===== src/rtl/riscv_pkg.sv =====
// riscv_pkg: shared constants and types for the riscv_basic fetch stage.
//   XLEN          - datapath width
//   NOP           - canonical addi x0,x0,0 used as the empty IF/ID instruction
//   fetch_state_t - fetch FSM states
//   fetch_err_t   - sticky fetch error codes
package riscv_pkg;

   localparam int XLEN = 32;

   localparam logic [XLEN-1:0] NOP = 32'h0000_0013;

   typedef enum logic [1:0] {
      IDLE,
      RUN,
      FAULT
   } fetch_state_t;

   typedef enum logic [1:0] {
      ERR_NONE     = 2'b00,
      ERR_MISALIGN = 2'b01,
      ERR_RANGE    = 2'b10
   } fetch_err_t;

endpackage


===== src/rtl/fetch_unit_if_id_reg.sv =====
// if_id_reg: IF/ID valid/ready pipeline slot holding the fetched instruction and its PC.
//   clk, rst_n          - clock, asynchronous active-low reset
//   load                - capture instr_in/pc_in and mark the slot valid
//   flush               - empty the slot (wins over load and consume)
//   consume             - decode took the slot; empties it unless reloaded
//   instr_in, pc_in     - word and address being captured
//   valid, instr, pc,
//   pc_plus4            - slot contents presented to decode
module if_id_reg
   import riscv_pkg::*;
(
   input  logic            clk,
   input  logic            rst_n,
   input  logic            load,
   input  logic            flush,
   input  logic            consume,
   input  logic [XLEN-1:0] instr_in,
   input  logic [XLEN-1:0] pc_in,
   output logic            valid,
   output logic [XLEN-1:0] instr,
   output logic [XLEN-1:0] pc,
   output logic [XLEN-1:0] pc_plus4
);

   logic            valid_q, valid_d;
   logic [XLEN-1:0] instr_q, instr_d;
   logic [XLEN-1:0] pc_q, pc_d;
   logic [XLEN-1:0] pc_plus4_q, pc_plus4_d;

   // Data fields only change on load, so a stalled slot is held bit-for-bit.
   always_comb begin
      valid_d    = flush ? 1'b0 : load ? 1'b1 : consume ? 1'b0 : valid_q;
      instr_d    = load ? instr_in : instr_q;
      pc_d       = load ? pc_in : pc_q;
      pc_plus4_d = load ? pc_in + XLEN'(4) : pc_plus4_q;
   end

   always_ff @(posedge clk or negedge rst_n) begin
      if (!rst_n) begin
         valid_q    <= 1'b0;
         instr_q    <= NOP;
         pc_q       <= '0;
         pc_plus4_q <= XLEN'(4);
      end else begin
         valid_q    <= valid_d;
         instr_q    <= instr_d;
         pc_q       <= pc_d;
         pc_plus4_q <= pc_plus4_d;
      end
   end

   assign valid    = valid_q;
   assign instr    = instr_q;
   assign pc       = pc_q;
   assign pc_plus4 = pc_plus4_q;

endmodule


===== src/rtl/fetch_unit.sv =====
// fetch_unit: instruction-fetch stage owning the PC, fetch FSM, redirects and fetch faults.
//   clk, rst_n                      - clock, asynchronous active-low reset
//   fetch_en                        - run request; low parks the stage
//   imem_pc / imem_instr            - fetch address out, combinational instruction back
//   redirect_valid/redirect_target  - taken branch/jump from execute
//   id_valid/id_ready               - handshake with decode
//   id_instr, id_pc, id_pc_plus4    - captured instruction and its addresses
//   fetch_err                       - sticky error: 00 none, 01 misaligned, 10 out of range
module fetch_unit
   import riscv_pkg::*;
#(
   parameter logic [31:0] RESET_PC   = 32'h0000_0000,
   parameter int          IMEM_WORDS = 64
) (
   input  logic            clk,
   input  logic            rst_n,
   input  logic            fetch_en,
   output logic [XLEN-1:0] imem_pc,
   input  logic [XLEN-1:0] imem_instr,
   input  logic            redirect_valid,
   input  logic [XLEN-1:0] redirect_target,
   output logic            id_valid,
   input  logic            id_ready,
   output logic [XLEN-1:0] id_instr,
   output logic [XLEN-1:0] id_pc,
   output logic [XLEN-1:0] id_pc_plus4,
   output logic [1:0]      fetch_err
);

   localparam logic [XLEN-1:0] PC_LIMIT = XLEN'(IMEM_WORDS * 4);

   fetch_state_t    state_q, state_d;
   fetch_err_t      err_q, err_d;
   logic [XLEN-1:0] pc_q, pc_d;
   logic            fire, load, flush, consume;

   assign fire    = fetch_en & (~id_valid | id_ready) & ~redirect_valid;
   assign consume = id_valid & id_ready;

   // Redirect outranks everything; a would-be fire past the end of imem
   // faults instead of capturing. FAULT freezes pc and err until reset.
   always_comb begin
      state_d = state_q;
      err_d   = err_q;
      pc_d    = pc_q;
      load    = 1'b0;
      flush   = 1'b0;
      if (state_q != FAULT) begin
         state_d = fetch_en ? RUN : IDLE;
         if (redirect_valid) begin
            pc_d  = redirect_target;
            flush = 1'b1;
            if (|redirect_target[1:0]) begin
               err_d   = ERR_MISALIGN;
               state_d = FAULT;
            end
         end else if (state_q == RUN && fire) begin
            if (pc_q >= PC_LIMIT) begin
               err_d   = ERR_RANGE;
               state_d = FAULT;
               flush   = 1'b1;
            end else begin
               load = 1'b1;
               pc_d = pc_q + XLEN'(4);
            end
         end
      end
   end

   always_ff @(posedge clk or negedge rst_n) begin
      if (!rst_n) begin
         state_q <= IDLE;
         err_q   <= ERR_NONE;
         pc_q    <= RESET_PC;
      end else begin
         state_q <= state_d;
         err_q   <= err_d;
         pc_q    <= pc_d;
      end
   end

   if_id_reg u_if_id (
      .clk      (clk),
      .rst_n    (rst_n),
      .load     (load),
      .flush    (flush),
      .consume  (consume),
      .instr_in (imem_instr),
      .pc_in    (pc_q),
      .valid    (id_valid),
      .instr    (id_instr),
      .pc       (id_pc),
      .pc_plus4 (id_pc_plus4)
   );

   assign imem_pc   = pc_q;
   assign fetch_err = err_q;

endmodule


===== config.mk =====
export PLATFORM = sky130hd
export DESIGN_NAME = fetch_unit
export DESIGN_NICKNAME = d
export VERILOG_FILES = /design/src/rtl/riscv_pkg.sv /design/src/rtl/fetch_unit_if_id_reg.sv /design/src/rtl/fetch_unit.sv
export SDC_FILE = /design/constraint.sdc
export NUM_CORES = 1
export LEC_CHECK = 0
export CELL_PAD_IN_SITES_DETAIL_PLACEMENT = 2
export CELL_PAD_IN_SITES_GLOBAL_PLACEMENT = 2
export CORE_UTILIZATION = 31
export CTS_CLUSTER_DIAMETER = 80
export DETAILED_ROUTE_END_ITERATION = 8
export MAX_ROUTING_LAYER = met4
export PLACE_DENSITY_LB_ADDON = 0.1
export SKIP_LAST_GASP = 1
export SYNTH_ARGS = -nofsm -noshare
export SYNTH_HDL_FRONTEND = slang
export SYNTH_HIERARCHICAL = 1
export SYNTH_SLANG_ARGS = --single-unit

===== constraint.sdc =====
create_clock -name clk -period 7.2 [get_ports clk]
set_input_delay 1.08 -clock clk [delete_from_list [all_inputs] [get_ports clk]]
set_output_delay 1.08 -clock clk [all_outputs]
set_load 0.05 [all_outputs]

Word level (Yosys, flattened, before mapping)
Cells that the tools add are included.
{"block": "word_totals", "word_cells": 49, "reg_bits": 133, "input_bits": 69, "out_inout_bits": 131}
{"block": "classes", "muxes": 23, "order_cmp": 1, "n_addsub": 1, "n_eq_ne": 4, "n_reduce_logical": 7, "bitwise": 6}
{"op": "$mux W32", "count": 3}
{"op": "$add A32 B3 Y32 const B", "count": 1}
{"op": "$ge A32 B9 Y1 const B", "count": 1}
{"op": "$mux W2", "count": 8}
{"op": "$mux W1", "count": 12}
{"op": "$ne A2 B2 Y1 const B", "count": 2}
{"op": "$reduce_and A4 Y1", "count": 1}
{"op": "$reduce_bool A2 Y1", "count": 2}
{"op": "$and A1 B1 Y1", "count": 3}
{"op": "$reduce_and A3 Y1", "count": 1}
{"op": "$reduce_bool A3 Y1", "count": 1}
{"op": "$eq A2 B1 Y1 const B", "count": 1}
{"op": "$ne A2 B1 Y1 const B", "count": 1}
{"op": "$not A1 Y1", "count": 2}
{"op": "$reduce_or A2 Y1", "count": 1}
{"op": "$logic_and A1 B1 Y1", "count": 1}
{"op": "$or A1 B1 Y1", "count": 1}

Longest topological paths before layout
Gate-level depths: netlist of run 1.
{"block": "logic_depth", "word_depth": 10, "mapped_depth": 8, "mapped_depth_nobuf": 5}

Modules after synthesis
Netlist of run 1, hierarchy kept.
{"module": "if_id_reg", "area_per_inst_um2": 4103.9, "seq_area_each_um2": 2382.3, "cells_per_inst": 333, "n_inst": 1}
{"module": "fetch_unit", "area_per_inst_um2": 2063.2, "seq_area_each_um2": 900.9, "cells_per_inst": 225, "n_inst": 1}

Worst setup path after synthesis of run 1
No wires, ideal clock.
{"block": "synth_timing", "path_type": "input -> register", "startpoint": "input port redirect_valid", "endpoint": "register u_if_id.pc_q[13] (netlist: u_if_id/pc[13])", "n_path_buf": 3, "arrival_ps": 2813, "required_time_ps": 7075, "setup_slack_ps": 4262, "setup_ps": 125, "stages": 7, "cell_sequence": "and4bb_2 nand4_1 nor2_1 clkbuf_1 clkbuf_1 clkbuf_1 mux2_2"}
{"block": "synth_via", "elab_chain_cells": 6}
{"item": "start: declaration", "line": "fetch_unit.sv:20", "rtl": "input logic redirect_valid,"}
{"item": "$not A1 Y1", "line": "fetch_unit.sv:37", "rtl": "assign fire = fetch_en & (~id_valid | id_ready) & ~redirect_valid;"}
{"item": "$and A1 B1 Y1", "line": "fetch_unit.sv:37"}
{"item": "$logic_and A1 B1 Y1", "line": "fetch_unit.sv:57", "rtl": "end else if (state_q == RUN && fire) begin"}
{"item": "$mux W1", "line": "fetch_unit.sv:57"}
{"item": "$mux W1 (*)", "line": "fetch_unit.sv:50", "rtl": "if (redirect_valid) begin"}
{"item": "$mux W1 (*)", "line": "fetch_unit.sv:48", "rtl": "if (state_q != FAULT) begin"}
{"item": "named net load", "line": "fetch_unit.sv:35", "rtl": "logic fire, load, flush, consume;"}
{"item": "end signal: assignment", "line": "fetch_unit_if_id_reg.sv:47", "rtl": "pc_q <= pc_d;"}
{"item": "end: declaration", "line": "fetch_unit_if_id_reg.sv:27", "rtl": "logic [XLEN-1:0] pc_q, pc_d;"}
Mark *: on every way through the listed nets, which the timed path passes. The rest lies on a longest branch.
A chain may end at the register's enable or synchronous reset.

Final worst setup path of run 1
{"block": "layout_timing", "startpoint": "input port redirect_valid", "endpoint": "register pc_q[2] (netlist: imem_pc[2])"}
{"block": "layout_via", "elab_chain_cells": 5, "word_cells_on_any_way": 7, "cone_classes": "eq/ne: 1; mux: 1; bitwise: 2; reduce/logical: 3"}
{"item": "$not A1 Y1", "line": "fetch_unit.sv:37"}
{"item": "$and A1 B1 Y1", "line": "fetch_unit.sv:37"}
{"item": "$logic_and A1 B1 Y1", "line": "fetch_unit.sv:57"}
{"item": "$reduce_bool A2 Y1 (no line)"}
{"item": "$reduce_and A3 Y1 (no line)"}
{"item": "end signal: assignment", "line": "fetch_unit.sv:78", "rtl": "pc_q <= pc_d;"}
{"item": "end: declaration", "line": "fetch_unit.sv:34", "rtl": "logic [XLEN-1:0] pc_q, pc_d;"}
Parallel ways exist; a longest one is shown, timed or not.

==> results of run 1 <==
[cell type report]
cell class / instances / area (µm²)
timing repair buffer: 203 / 2023
clock inverter: 14 / 200.2
inverter: 15 / 56.30
fill: 2025 / 10430
tap: 265 / 331.6
sequential: 131 / 3283
multi-input combinational: 381 / 2701
clock buffer: 18 / 439.2
[how the worst min path moves through the flow]
stage	slack (ns)	endpoint	cells after the start
after floorplan	0.51	state_q[1]$_DFFE_PN0N_	2
after global placement	0.45	u_if_id/pc_plus4[2]$_DFFE_PN1P_	2
after detailed placement	0.47	u_if_id/pc_plus4[2]$_DFFE_PN1P_	2
after CTS	0.48	u_if_id/pc_plus4[2]$_DFFE_PN1P_	2
after global routing	0.49	u_if_id/pc_plus4[2]$_DFFE_PN1P_	2
final	0.47	u_if_id/pc_plus4[2]$_DFFE_PN1P_	2
[sequential cells by signal, indices dropped and copies added, names as in the netlist]
name and flops:
imem_pc 32, u_if_id/instr 32, u_if_id/pc 32, u_if_id/pc_plus4 30
fetch_err 2, state_q 2, u_if_id/valid 1
[per-layer routing]
| metal | up-vias | track usage, % | part of all wire [%] |
|---|---|---|---|
| met5 | - | - | 0 |
| met4 | 0 | 8.602 | 1.9 |
| met3 | 33 | 5.433 | 5.1 |
| met2 | 145 | 38.56 | 51 |
| met1 | 2766 | 26.79 | 42 |
| li1 | 2422 | - | - |
[power by group]
group,leakage (µW),internal [µW],switching [µW]
combinational,0.00170,36.8,29.6
clock,0.000304,594,352
sequential,0.00178,736,0
total,0.00379,1370,382
[placed cells by master, fill, tap and decap left out, types with 9 or more instances in the layout]
master / n
sky130_fd_sc_hd__a21oi_1: 28
sky130_fd_sc_hd__a31oi_1: 13
sky130_fd_sc_hd__clkbuf_16: 17
sky130_fd_sc_hd__clkdlybuf4s50_1: 198
sky130_fd_sc_hd__dfrtp_1: 127
sky130_fd_sc_hd__inv_1: 15
sky130_fd_sc_hd__mux2_2: 65
sky130_fd_sc_hd__nand2_1: 50
sky130_fd_sc_hd__nand3_1: 21
sky130_fd_sc_hd__nand4_1: 14
sky130_fd_sc_hd__nor2_1: 44
sky130_fd_sc_hd__nor4_1: 9
sky130_fd_sc_hd__o21ai_0: 12
sky130_fd_sc_hd__o31ai_1: 13
sky130_fd_sc_hd__or4_1: 12
[synthesized netlist by cell type (2+ instances only)]
library cell and instances:
sky130_fd_sc_hd__mux2_2 65, sky130_fd_sc_hd__or4_1 12, sky130_fd_sc_hd__nand3_2 2, sky130_fd_sc_hd__nand4_1 14, sky130_fd_sc_hd__o311ai_0 3, sky130_fd_sc_hd__buf_1 8, sky130_fd_sc_hd__and2_1 3, sky130_fd_sc_hd__nand3_1 21
sky130_fd_sc_hd__nor4_4 3, sky130_fd_sc_hd__and3_1 5, sky130_fd_sc_hd__o22ai_1 6, sky130_fd_sc_hd__a21oi_1 28, sky130_fd_sc_hd__or3_1 6, sky130_fd_sc_hd__inv_1 15, sky130_fd_sc_hd__xor2_1 8, sky130_fd_sc_hd__buf_2 2
sky130_fd_sc_hd__dfstp_2 4, sky130_fd_sc_hd__nor2_1 45, sky130_fd_sc_hd__ha_1 3, sky130_fd_sc_hd__o21ai_0 12, sky130_fd_sc_hd__a31oi_1 13, sky130_fd_sc_hd__and4_1 7, sky130_fd_sc_hd__nor4_1 9, sky130_fd_sc_hd__or2_2 3
sky130_fd_sc_hd__o22a_1 2, sky130_fd_sc_hd__a22o_1 3, sky130_fd_sc_hd__clkbuf_1 18, sky130_fd_sc_hd__dfrtp_1 127, sky130_fd_sc_hd__nand2_1 50, sky130_fd_sc_hd__xnor2_1 7, sky130_fd_sc_hd__mux2i_1 8, sky130_fd_sc_hd__nor4_2 2
sky130_fd_sc_hd__nand2b_1 5, sky130_fd_sc_hd__nand4b_1 2, sky130_fd_sc_hd__o31ai_1 13, sky130_fd_sc_hd__nor3_1 3, sky130_fd_sc_hd__buf_4 2
[worst register-to-register path, stage by stage (launching register included)]
cell and delay [ns]:
sky130_fd_sc_hd__dfrtp_1 0.55, sky130_fd_sc_hd__nor4_1 0.67, sky130_fd_sc_hd__nand4_1 0.38, sky130_fd_sc_hd__nor2_4 0.19
sky130_fd_sc_hd__buf_4 0.62, sky130_fd_sc_hd__mux2_2 0.49
[metrics by stage]
step | cells | utilization, % | setup slack, ns | area, µm² | hold slack, ns
CTS | 1027 | 46.42 | 3.741 | 9035 | 0.4796
floorplan | 558 | - | 4.262 | 6167 | 0.5051
global placement | 995 | 43.14 | 3.469 | 8396 | 0.4533
global route | 1027 | 46.42 | 3.638 | 9035 | 0.4885
finish | 1027 | 46.42 | 3.765 | 9035 | 0.4682
detailed placement | 995 | 43.14 | 3.366 | 8396 | 0.4699
[logic make-up (layout without fill, tap and decap cells)]
group	count (synthesis)	in the layout
buffers and inverters	46	250
adders and majority gates	3	3
muxes	73	73
AOI/OAI and AO/OA	91	91
xor gates and xnor gates	15	15
and+or+nand+nor	199	199
DFF	131	131
==> results_tabular.tex, run 1 <==
\begin{tabular}{lr}
\hline
Metric & Value \\
\hline
\multicolumn{2}{l}{\textbf{Drt}} \\
\quad Number of vias per cell & 5.225 \\
\quad Detailed Route WL & 21.79 mm \\
\quad Remaining antenna violation count after routing & 0 \\
\quad DR iter-0 viols & 174 \\
\quad Detailed Routing Iterations Pass 1 & 5 \\
\quad Wirelength per Cell & 21.22 µm \\
\quad Overall via count from detail\_route & 5,366 \\
\quad Drt drc & 0 \\
\multicolumn{2}{l}{\textbf{Critical path}} \\
\quad Buffering stage count on the worst path with inverters included & 2 \\
\quad Kind of critical path & input port to register \\
\quad Slowest cell on crit path & sky130\_fd\_sc\_hd\_\_a221oi\_4 \\
\quad Top Family by Delay on Critical Path & compound AO/OA/AOI/OAI gates \\
\quad Setup crit end kind & register \\
\quad Capture point of the critical path & imem\_pc[2]\$\_DFFE\_PN0P\_ \\
\quad Depth of the worst register-to-register path & 5 \\
\quad Highest cell delay on the worst timing path & 1.00 ns \\
\quad Worst r2r dst & u\_if\_id/pc[22]\$\_DFFE\_PN0P\_ \\
\quad Number of logic stages on the critical path including buffering & 5 \\
\quad Worst Path Arrival & 3.76 ns \\
\quad Max FO, Critical Path & 30 \\
\quad Worst reg2reg setup slack & 4.18 ns \\
\quad Crit start category & input port \\
\quad Critical path origin & redirect\_valid \\
\quad List of cells traversed by the critical path & clkdlybuf4s50\_1 -> buf\_4 -> nand2\_1 -> a221oi\_4 -> mux2i\_1 \\
\quad Req. time, crit path & 7.53 ns \\
\quad Worst flop-to-flop path startpoint & imem\_pc[25]\$\_DFFE\_PN0P\_ \\
\multicolumn{2}{l}{\textbf{Yosys}} \\
\quad FF+latch count, synth & 131 \\
\quad Fraction of post-synthesis cell area in the top cell type by area & 51.53\% \\
\quad Share of synthesized cell area in and, or, nand and nor gates & 18.06\% \\
\quad Async set-reset flop share out of synthesis & 100.0\% \\
\quad Proportion of synthesized area in mux cells & 13.17\% \\
\quad Post-Synth XOR/XNOR Area & 2.130\% \\
\quad Count of synthesis-stage warnings from yosys & 6 \\
\quad Cells taking the most area after synthesis & sky130\_fd\_sc\_hd\_\_dfrtp\_1 52\%, sky130\_fd\_sc\_hd\_\_mux2\_2 12\%, sky130\_fd\_sc\_hd\_\_nand2\_1 3.0\%, sky130\_fd\_sc\_hd\_\_nor2\_1 2.7\%, sky130\_fd\_sc\_hd\_\_a21oi\_1 2.3\% \\
\quad EDFF count, synth & 0 \\
\quad Cell Area, Synth & 6167 µm² \\
\quad Largest area contributor in the netlist & sky130\_fd\_sc\_hd\_\_dfrtp\_1 \\
\quad Avg Synthesized Cell Area & 11.05 µm² \\
\quad Synth cell types & 56 \\
\quad Gate count of the mapped netlist & 558 \\
\quad Post-synthesis share of cell area spent on full adders, half adders and majority gates & 0.6086\% \\
\quad Primary FF master, synth & sky130\_fd\_sc\_hd\_\_dfrtp\_1 \\
\quad Net count of the mapped netlist & 630 \\
\quad Post-synthesis compound-gate area fraction & 9.718\% \\
\quad Combinational family with the most area after synthesis & simple AND/OR/NAND/NOR gates \\
\quad Post-synthesis sequential area ratio & 53.24\% \\
\multicolumn{2}{l}{\textbf{Timing}} \\
\quad Post-route clock period utilization & 47.70\% \\
\quad Worst clock skew & 0.008775 ns \\
\quad Fmax & 0.2911 GHz \\
\quad Hold Violations, Final & 0 \\
\quad Total of endpoints with negative setup slack in the final report & 0 \\
\quad Worst rel slew slack & 35.58\% \\
\quad Setup repair after global routing missed its margin & false \\
\quad Sum Neg Setup Slack & 0 ns \\
\quad Worst-margin pin slew & 0.9663 ns \\
\quad Count of pins over their slew limit & 0 \\
\quad Minimum period implied by the final worst setup slack & 3.435 ns \\
\multicolumn{2}{l}{\textbf{Placed design}} \\
\quad Sum of net half-perimeters after detailed placement & 15.20 mm \\
\quad Buffers added on ports & 199 \\
\quad Gp weighted congestion & 0.7759 \\
\multicolumn{2}{l}{\textbf{Global routing}} \\
\quad GRT Util Overall & 23.05\% \\
\quad Number of antenna violations at the first check in global routing & 0 \\
\quad Largest net degree at the start of global routing & 74 \\
\quad Number of global-route vias before repair & 6,117 \\
\quad Grt ovf & 0 \\
\quad Global-route wire length before repair & 34.44 mm \\
\multicolumn{2}{l}{\textbf{Floorplan}} \\
\quad Number of top-level pins & 200 \\
\quad Initial Utilization & 31.69\% \\
\quad Die area & 20,460 µm² \\
\quad Vert. Die Dim & 143.0 µm \\
\quad Core Rows & 51 \\
\quad Core Box Area & 19,460 µm² \\
\quad Die extent in x & 143.0 µm \\
\multicolumn{2}{l}{\textbf{Clocking}} \\
\quad Cell at the root of the clock tree & sky130\_fd\_sc\_hd\_\_clkbuf\_16 \\
\quad Largest buffer count on any clock path & 2 \\
\quad Total clock buffers created by CTS & 17 \\
\quad \# resized after CTS & 0 \\
\quad Clock transition at path regs & 0.06 ns \\
\quad Clock latency reported for the late side of the worst-skew pair & 0.42 ns \\
\quad CTS tree & yes \\
\quad Number of clock sinks & 131 \\
\quad Number of levels the H-tree was split into & 4 \\
\quad Number of hold-repair buffers added at the cts stage & 0 \\
\quad Buffers inserted by post-CTS timing repair & 0 \\
\multicolumn{2}{l}{\textbf{Final layout}} \\
\quad Signed area change from the synthesized netlist to the final layout & 46.50\% \\
\quad Antenna diode count & 0 \\
\quad Fin nets & 821 \\
\quad Share of final-layout standard cells stronger than drive strength 1 & 16.27\% \\
\multicolumn{2}{l}{\textbf{Power}} \\
\quad P\_leak & 0.003786 µW \\
\quad Power density over the cells & 193.5 nW/µm² \\
\quad Total power & 1749 µW \\
\quad Worst IR drop on VDD & 0.1601 mV \\
\multicolumn{2}{l}{\textbf{Outcome}} \\
\quad Result of the run & finished clean \\
\multicolumn{2}{l}{\textbf{Flow run}} \\
\quad Max-capacitance violation count & 0 \\
\multicolumn{2}{l}{\textbf{Hold path}} \\
\quad Startpoint of the most critical hold path & u\_if\_id/pc\_plus4[2]\$\_DFFE\_PN1P\_ \\
\quad Worst hold-check path type & register to register \\
\hline
\end{tabular}
Power figures use the tool's default switching activity.
==> inputs of run 2 (changes only) <==
CORE_UTILIZATION = 26   (was 31)
clock period = 2.89 ns   (was 7.2 ns; I/O delays follow)
==> run 2 against run 1 <==
- clock-buffer cell count stayed put
- sequential share of layout area is 1.1 points lower
- die area is 19% higher
- flip-flop and latch count stayed put
- worst setup slack worse by 3.4 ns
- global-route usage is 3.2 points lower
- combinational power grew to 2.6 times the previous value
- clock skew is 0.0052 ns higher
- first-iteration DRC count is 28% higher
==> results_tabular.tex, run 2 (synthesis results as in run 1) <==
\begin{tabular}{lr}
\hline
Metric & Value \\
\hline
\multicolumn{2}{l}{\textbf{Power}} \\
\quad P\_leak & 0.003929 µW \\
\quad Power density over the cells & 429.9 nW/µm² \\
\quad Total power & 4008 µW \\
\quad Worst IR drop on VDD & 0.4235 mV \\
\multicolumn{2}{l}{\textbf{Timing}} \\
\quad Worst rel slew slack & 60.86\% \\
\quad Setup repair after global routing missed its margin & false \\
\quad Count of pins over their slew limit & 0 \\
\quad Sum Neg Setup Slack & 0 ns \\
\quad Minimum period implied by the final worst setup slack & 2.566 ns \\
\quad Worst-margin pin slew & 0.5853 ns \\
\quad Post-route clock period utilization & 88.78\% \\
\quad Total of endpoints with negative setup slack in the final report & 0 \\
\quad Fmax & 0.3897 GHz \\
\quad Hold Violations, Final & 0 \\
\quad Worst clock skew & 0.01395 ns \\
\multicolumn{2}{l}{\textbf{Floorplan}} \\
\quad Core Box Area & 22,920 µm² \\
\quad Number of top-level pins & 200 \\
\quad Die area & 24,340 µm² \\
\quad Die extent in x & 156.0 µm \\
\quad Core Rows & 55 \\
\quad Vert. Die Dim & 156.0 µm \\
\quad Initial Utilization & 26.91\% \\
\multicolumn{2}{l}{\textbf{Clocking}} \\
\quad Number of levels the H-tree was split into & 4 \\
\quad Number of clock sinks & 131 \\
\quad Clock transition at path regs & 0.06 ns \\
\quad Number of hold-repair buffers added at the cts stage & 1 \\
\quad Largest buffer count on any clock path & 2 \\
\quad \# resized after CTS & 0 \\
\quad Clock latency reported for the late side of the worst-skew pair & 0.43 ns \\
\quad Total clock buffers created by CTS & 17 \\
\quad Buffers inserted by post-CTS timing repair & 0 \\
\quad Cell at the root of the clock tree & sky130\_fd\_sc\_hd\_\_clkbuf\_16 \\
\quad CTS tree & yes \\
\multicolumn{2}{l}{\textbf{Hold path}} \\
\quad Worst hold-check path type & register to register \\
\multicolumn{2}{l}{\textbf{Final layout}} \\
\quad Signed area change from the synthesized netlist to the final layout & 51.17\% \\
\quad Commonest non-fill, non-tap cell in the layout & sky130\_fd\_sc\_hd\_\_clkdlybuf4s50\_1 \\
\quad \# fillers & 2,423 \\
\quad Most frequent cells in the layout & 198 x sky130\_fd\_sc\_hd\_\_clkdlybuf4s50\_1, 127 x sky130\_fd\_sc\_hd\_\_dfrtp\_1, 65 x sky130\_fd\_sc\_hd\_\_mux2\_2, 50 x sky130\_fd\_sc\_hd\_\_nand2\_1, 44 x sky130\_fd\_sc\_hd\_\_nor2\_1 \\
\quad Multi-input combinational cell area & 2701 µm² \\
\quad Fin nets & 855 \\
\quad Share of final-layout standard cells stronger than drive strength 1 & 19.72\% \\
\quad Cell Count, Final, Fillers Out & 1,110 \\
\quad Footprint of the flip-flops and latches & 3283 µm² \\
\multicolumn{2}{l}{\textbf{Global routing}} \\
\quad Number of antenna violations at the first check in global routing & 1 \\
\quad GRT Util Overall & 19.88\% \\
\quad Most crowded layer after global routing & met2 \\
\quad Number of global-route vias before repair & 6,009 \\
\quad Met1 track utilization from global routing & 24.26\% \\
\quad Largest net degree at the start of global routing & 65 \\
\quad Met3 GRT Util & 5.333\% \\
\quad Global-route wire length before repair & 35.17 mm \\
\quad Grt ovf & 0 \\
\quad Met2 routing resource usage after global routing & 32.02\% \\
\multicolumn{2}{l}{\textbf{Placed design}} \\
\quad Number of placed instances, taps included & 1,076 \\
\quad Gp weighted congestion & 0.8221 \\
\quad Buffers added on ports & 199 \\
\quad Sum of net half-perimeters after detailed placement & 16.55 mm \\
\multicolumn{2}{l}{\textbf{Critical path}} \\
\quad Req. time, crit path & 3.19 ns \\
\quad Crit start category & register \\
\quad Slowest cell on crit path & sky130\_fd\_sc\_hd\_\_dfrtp\_1 \\
\quad Buffering stage count on the worst path with inverters included & 2 \\
\quad Worst Path Arrival & 2.87 ns \\
\quad List of cells traversed by the critical path & nor4\_1 -> buf\_4 -> nand4\_1 -> nor2\_4 -> buf\_12 -> mux2\_2 \\
\quad Top Family by Delay on Critical Path & simple AND/OR/NAND/NOR gates \\
\quad Max FO, Critical Path & 64 \\
\quad Setup crit end kind & register \\
\quad Kind of critical path & register to register \\
\quad Highest cell delay on the worst timing path & 0.53 ns \\
\multicolumn{2}{l}{\textbf{Drt}} \\
\quad Drt drc & 0 \\
\quad Detailed Routing Iterations Pass 1 & 4 \\
\quad Overall via count from detail\_route & 5,378 \\
\quad DR iter-0 viols & 222 \\
\quad Number of vias per cell & 4.845 \\
\quad Wirelength per Cell & 20.17 µm \\
\quad Detailed Route WL & 22.39 mm \\
\quad Remaining antenna violation count after routing & 0 \\
\multicolumn{2}{l}{\textbf{Flow run}} \\
\quad Max-capacitance violation count & 0 \\
\multicolumn{2}{l}{\textbf{Outcome}} \\
\quad Result of the run & finished clean \\
\hline
\end{tabular}
==> run 2: changes by cell type in the layout (fill, tap and decap cells not counted), sizes merged <==
cell / change
buf: +33
diode: +1
clkinv: +2
dlygate4sd3: +1
clkinvlp: +2
bufinv: -4
==> run 2: worst paths after layout <==
check                                           startpoint                               to  cells past startpoint  slack, ns
min in group asynchronous                            rst_n        u_if_id/pc[6]$_DFFE_PN0P_                      2       0.56
max in group asynchronous                            rst_n     u_if_id/instr[4]$_DFFE_PN1P_                      3       1.49
min reg2reg                u_if_id/pc_plus4[2]$_DFFE_PN1P_  u_if_id/pc_plus4[2]$_DFFE_PN1P_                      2       0.47
max                                imem_pc[20]$_DFFE_PN0P_    u_if_id/instr[31]$_DFFE_PN0P_                      6       0.32
max reg2reg                        imem_pc[20]$_DFFE_PN0P_    u_if_id/instr[31]$_DFFE_PN0P_                      6       0.32
min                        u_if_id/pc_plus4[2]$_DFFE_PN1P_  u_if_id/pc_plus4[2]$_DFFE_PN1P_                      2       0.47
==> run 2: layout make-up <==
type	count	share of cell area [%]
Clock buffer	18	4.711
Timing Repair Buffer	237	25.14
Multi-Input combinational cell	381	28.98
Tap cell	313	4.201
Clock inverter	14	1.127
Inverter	15	0.6039
Sequential cell	131	35.22
Antenna cell	1	0.02684
==> run 2: worst min-delay path: stages (launching register included) <==
cell                      delay, ns
sky130_fd_sc_hd__dfstp_2       0.37
sky130_fd_sc_hd__inv_1         0.04
sky130_fd_sc_hd__mux2i_1       0.05
==> run 2: through the flow <==
stage | hold slack (ns) | util, % | worst slack, ns | area [µm²]
6_report | 0.4677 | 40.68 | 0.3242 | 9323
5_1_grt | 0.5045 | 40.68 | 0.2250 | 9323
4_1_cts | 0.4723 | 40.67 | 0.3013 | 9320
3_5_place_dp | 0.4417 | 38.25 | 0.2784 | 8766
3_3_place_gp | 0.4384 | 38.25 | 0.3351 | 8766
2_1_floorplan | 0.1379 | - | 0.1676 | 6167
==> run 2: metal layers <==
metal  part of all wire [%]  vias to the layer above
met5                      0                        -
met4                    1.4                        0
met3                    6.1                       22
met2                     49                      152
met1                     43                     2711
li1                       -                     2493
==> run 2: power breakdown <==
group	switching, µW	total, µW	leakage [µW]	internal (µW)
combinational	74.8	172	0.00189	97.1
clock	877	2000	0.000256	1120
sequential	0	1830	0.00178	1830
==> inputs of run 3 (changes only) <==
CAP_MARGIN = 40   (was unset)
CORE_UTILIZATION = 31   (was 26)
clock period = 3.1 ns   (was 2.89 ns; I/O delays follow)
==> run 3 against run 2 <==
- clock skew shrank 0.0039 ns
- power down 3.5%
- register-to-register slack gained 0.33 ns
- design area down 1.8%
- worst hold slack got worse by 0.39 ns
- clock power about the same
- first-iteration DRC count decreased by 30%
- clock-buffer cell count fell by 1
- non-clock buffer count fell by 16
- critical path depth is 5 lower
- flip-flop and latch count unchanged
- critical path type is now register to output port
==> results_tabular.tex, run 3 (synthesis results as in run 1) <==
\begin{tabular}{lr}
\hline
Metric & Value \\
\hline
\multicolumn{2}{l}{\textbf{Outcome}} \\
\quad Result of the run & finished clean \\
\multicolumn{2}{l}{\textbf{Timing}} \\
\quad WHS & 0.08122 ns \\
\quad Worst clock skew & 0.01001 ns \\
\quad Minimum period implied by the final worst setup slack & 2.524 ns \\
\quad Worst rel slew slack & 50.40\% \\
\quad Total of endpoints with negative setup slack in the final report & 0 \\
\quad Sum Neg Setup Slack & 0 ns \\
\quad Setup repair after global routing missed its margin & false \\
\quad Hold Violations, Final & 0 \\
\quad Worst-margin pin slew & 0.7440 ns \\
\quad Count of pins over their slew limit & 0 \\
\quad Fmax & 0.3962 GHz \\
\quad Post-route clock period utilization & 81.43\% \\
\multicolumn{2}{l}{\textbf{Drt}} \\
\quad DR iter-0 viols & 155 \\
\quad Detailed Route WL & 22.22 mm \\
\quad Drt drc & 0 \\
\quad Detailed Routing Iterations Pass 1 & 4 \\
\quad Number of vias per cell & 5.169 \\
\quad Wirelength per Cell & 21.27 µm \\
\quad Overall via count from detail\_route & 5,402 \\
\quad Remaining antenna violation count after routing & 0 \\
\multicolumn{2}{l}{\textbf{Clocking}} \\
\quad \# resized after CTS & 0 \\
\quad Total clock buffers created by CTS & 17 \\
\quad Clock transition at path regs & 0.06 ns \\
\quad CTS tree & yes \\
\quad Number of levels the H-tree was split into & 4 \\
\quad Cell at the root of the clock tree & sky130\_fd\_sc\_hd\_\_clkbuf\_16 \\
\quad Largest buffer count on any clock path & 2 \\
\quad Number of hold-repair buffers added at the cts stage & 0 \\
\quad Buffers inserted by post-CTS timing repair & 0 \\
\quad Number of clock sinks & 131 \\
\quad Clock latency reported for the late side of the worst-skew pair & 0.42 ns \\
\multicolumn{2}{l}{\textbf{Critical path}} \\
\quad Top Family by Delay on Critical Path & buffers and inverters \\
\quad Slowest cell on crit path & sky130\_fd\_sc\_hd\_\_clkdlybuf4s50\_1 \\
\quad Kind of critical path & register to output port \\
\quad Highest cell delay on the worst timing path & 0.92 ns \\
\quad Crit start category & register \\
\quad Req. time, crit path & 2.63 ns \\
\quad Worst reg2reg setup slack & 0.65 ns \\
\quad List of cells traversed by the critical path & clkdlybuf4s50\_1 \\
\quad Max FO, Critical Path & 12 \\
\quad Setup crit end kind & output port \\
\quad Worst Path Arrival & 2.06 ns \\
\quad Worst flop-to-flop path startpoint & imem\_pc[8]\$\_DFFE\_PN0P\_ \\
\quad Buffering stage count on the worst path with inverters included & 1 \\
\quad Critical path origin & imem\_pc[14]\$\_DFFE\_PN0P\_ \\
\multicolumn{2}{l}{\textbf{Final layout}} \\
\quad Most frequent cells in the layout & 198 x sky130\_fd\_sc\_hd\_\_clkdlybuf4s50\_1, 127 x sky130\_fd\_sc\_hd\_\_dfrtp\_1, 65 x sky130\_fd\_sc\_hd\_\_mux2\_2, 50 x sky130\_fd\_sc\_hd\_\_nand2\_1, 44 x sky130\_fd\_sc\_hd\_\_nor2\_1 \\
\quad Share of final-layout standard cells stronger than drive strength 1 & 18.21\% \\
\quad Fin nets & 839 \\
\quad Final instance area & 9158 µm² \\
\quad Commonest non-fill, non-tap cell in the layout & sky130\_fd\_sc\_hd\_\_clkdlybuf4s50\_1 \\
\quad \# fillers & 1,974 \\
\quad Antenna diode count & 0 \\
\quad Signed area change from the synthesized netlist to the final layout & 48.49\% \\
\multicolumn{2}{l}{\textbf{Global routing}} \\
\quad GRT Util Overall & 23.42\% \\
\quad Number of antenna violations at the first check in global routing & 0 \\
\quad Largest net degree at the start of global routing & 76 \\
\quad Number of global-route vias before repair & 6,046 \\
\quad Global-route wire length before repair & 34.86 mm \\
\quad Grt ovf & 0 \\
\multicolumn{2}{l}{\textbf{Power}} \\
\quad Worst IR drop on VDD & 0.3932 mV \\
\quad P\_leak & 0.003872 µW \\
\quad Power density over the cells & 422.6 nW/µm² \\
\multicolumn{2}{l}{\textbf{Floorplan}} \\
\quad Die extent in x & 143.0 µm \\
\quad Die area & 20,460 µm² \\
\quad Number of top-level pins & 200 \\
\quad Vert. Die Dim & 143.0 µm \\
\quad Core Rows & 51 \\
\quad Core Box Area & 19,460 µm² \\
\quad Initial Utilization & 31.69\% \\
\multicolumn{2}{l}{\textbf{Placed design}} \\
\quad Sum of net half-perimeters after detailed placement & 15.41 mm \\
\quad Gp weighted congestion & 0.8036 \\
\quad Standard cell area after detailed placement & 8576 µm² \\
\quad Buffers added on ports & 199 \\
\multicolumn{2}{l}{\textbf{Hold path}} \\
\quad Worst hold-check path type & input port to asynchronous set/reset pin \\
\multicolumn{2}{l}{\textbf{Flow run}} \\
\quad Max-capacitance violation count & 0 \\
\hline
\end{tabular}
run 3: changes by cell type in the layout (fill, tap and decap cells not counted), moves of 2 or more:
cell,delta
sky130_fd_sc_hd__clkinvlp_4,-3
sky130_fd_sc_hd__buf_12,-2
sky130_fd_sc_hd__buf_4,-14
sky130_fd_sc_hd__bufinv_16,+2
run 3: final timing paths:
check / to / cells past startpoint
setup / recovery: imem_pc[14] / 1
hold / removal: u_if_id/pc[6]$_DFFE_PN0P_ / 1
setup reg to reg: u_if_id/pc_plus4[31]$_DFFE_PN0P_ / 4
hold reg to reg: u_if_id/pc_plus4[2]$_DFFE_PN1P_ / 2
max in group asynchronous: u_if_id/instr[1]$_DFFE_PN1P_ / 2
min in group clk: u_if_id/pc_plus4[2]$_DFFE_PN1P_ / 2
run 3: cell type report:
cell class / instances / area (µm²) / area share (%)
flip-flops and latches: 131 / 3283 / 35.85
well taps: 265 / 331.6 / 3.621
inverters: 15 / 56.30 / 0.6148
clock buffers: 17 / 425.4 / 4.645
multi-input cells: 381 / 2701 / 29.50
clock inverters: 15 / 156.4 / 1.708
repair buffers: 221 / 2203 / 24.06
run 3: report_power, final:
part,internal (µW),switching (µW),leakage [µW]
sequential,1710,0,0.00178
clock,1190,812,0.000284
combinational,88.1,68.9,0.00181
total,2990,881,0.00387
run 3: stage by stage:
step	util, %	cells	power (µW)	setup slack (ns)
2_1_floorplan	-	558	1763	0.3776
3_3_place_gp	43.99	1012	1895	0.5401
3_5_place_dp	44.06	1013	1901	0.4350
4_1_cts	47.05	1045	3922	0.5875
5_1_grt	47.05	1045	3997	0.5181
6_report	47.05	1045	3870	0.5758
run 3: routing by layer:
layer  vias to the layer above  track usage [%]  part of all wire (%)
met5                         -                -                     0
met4                         0            7.527                   1.4
met3                        24            5.265                   6.4
met2                       171            39.31                    52
met1                      2757            27.75                    41
li1                       2450                -                     -
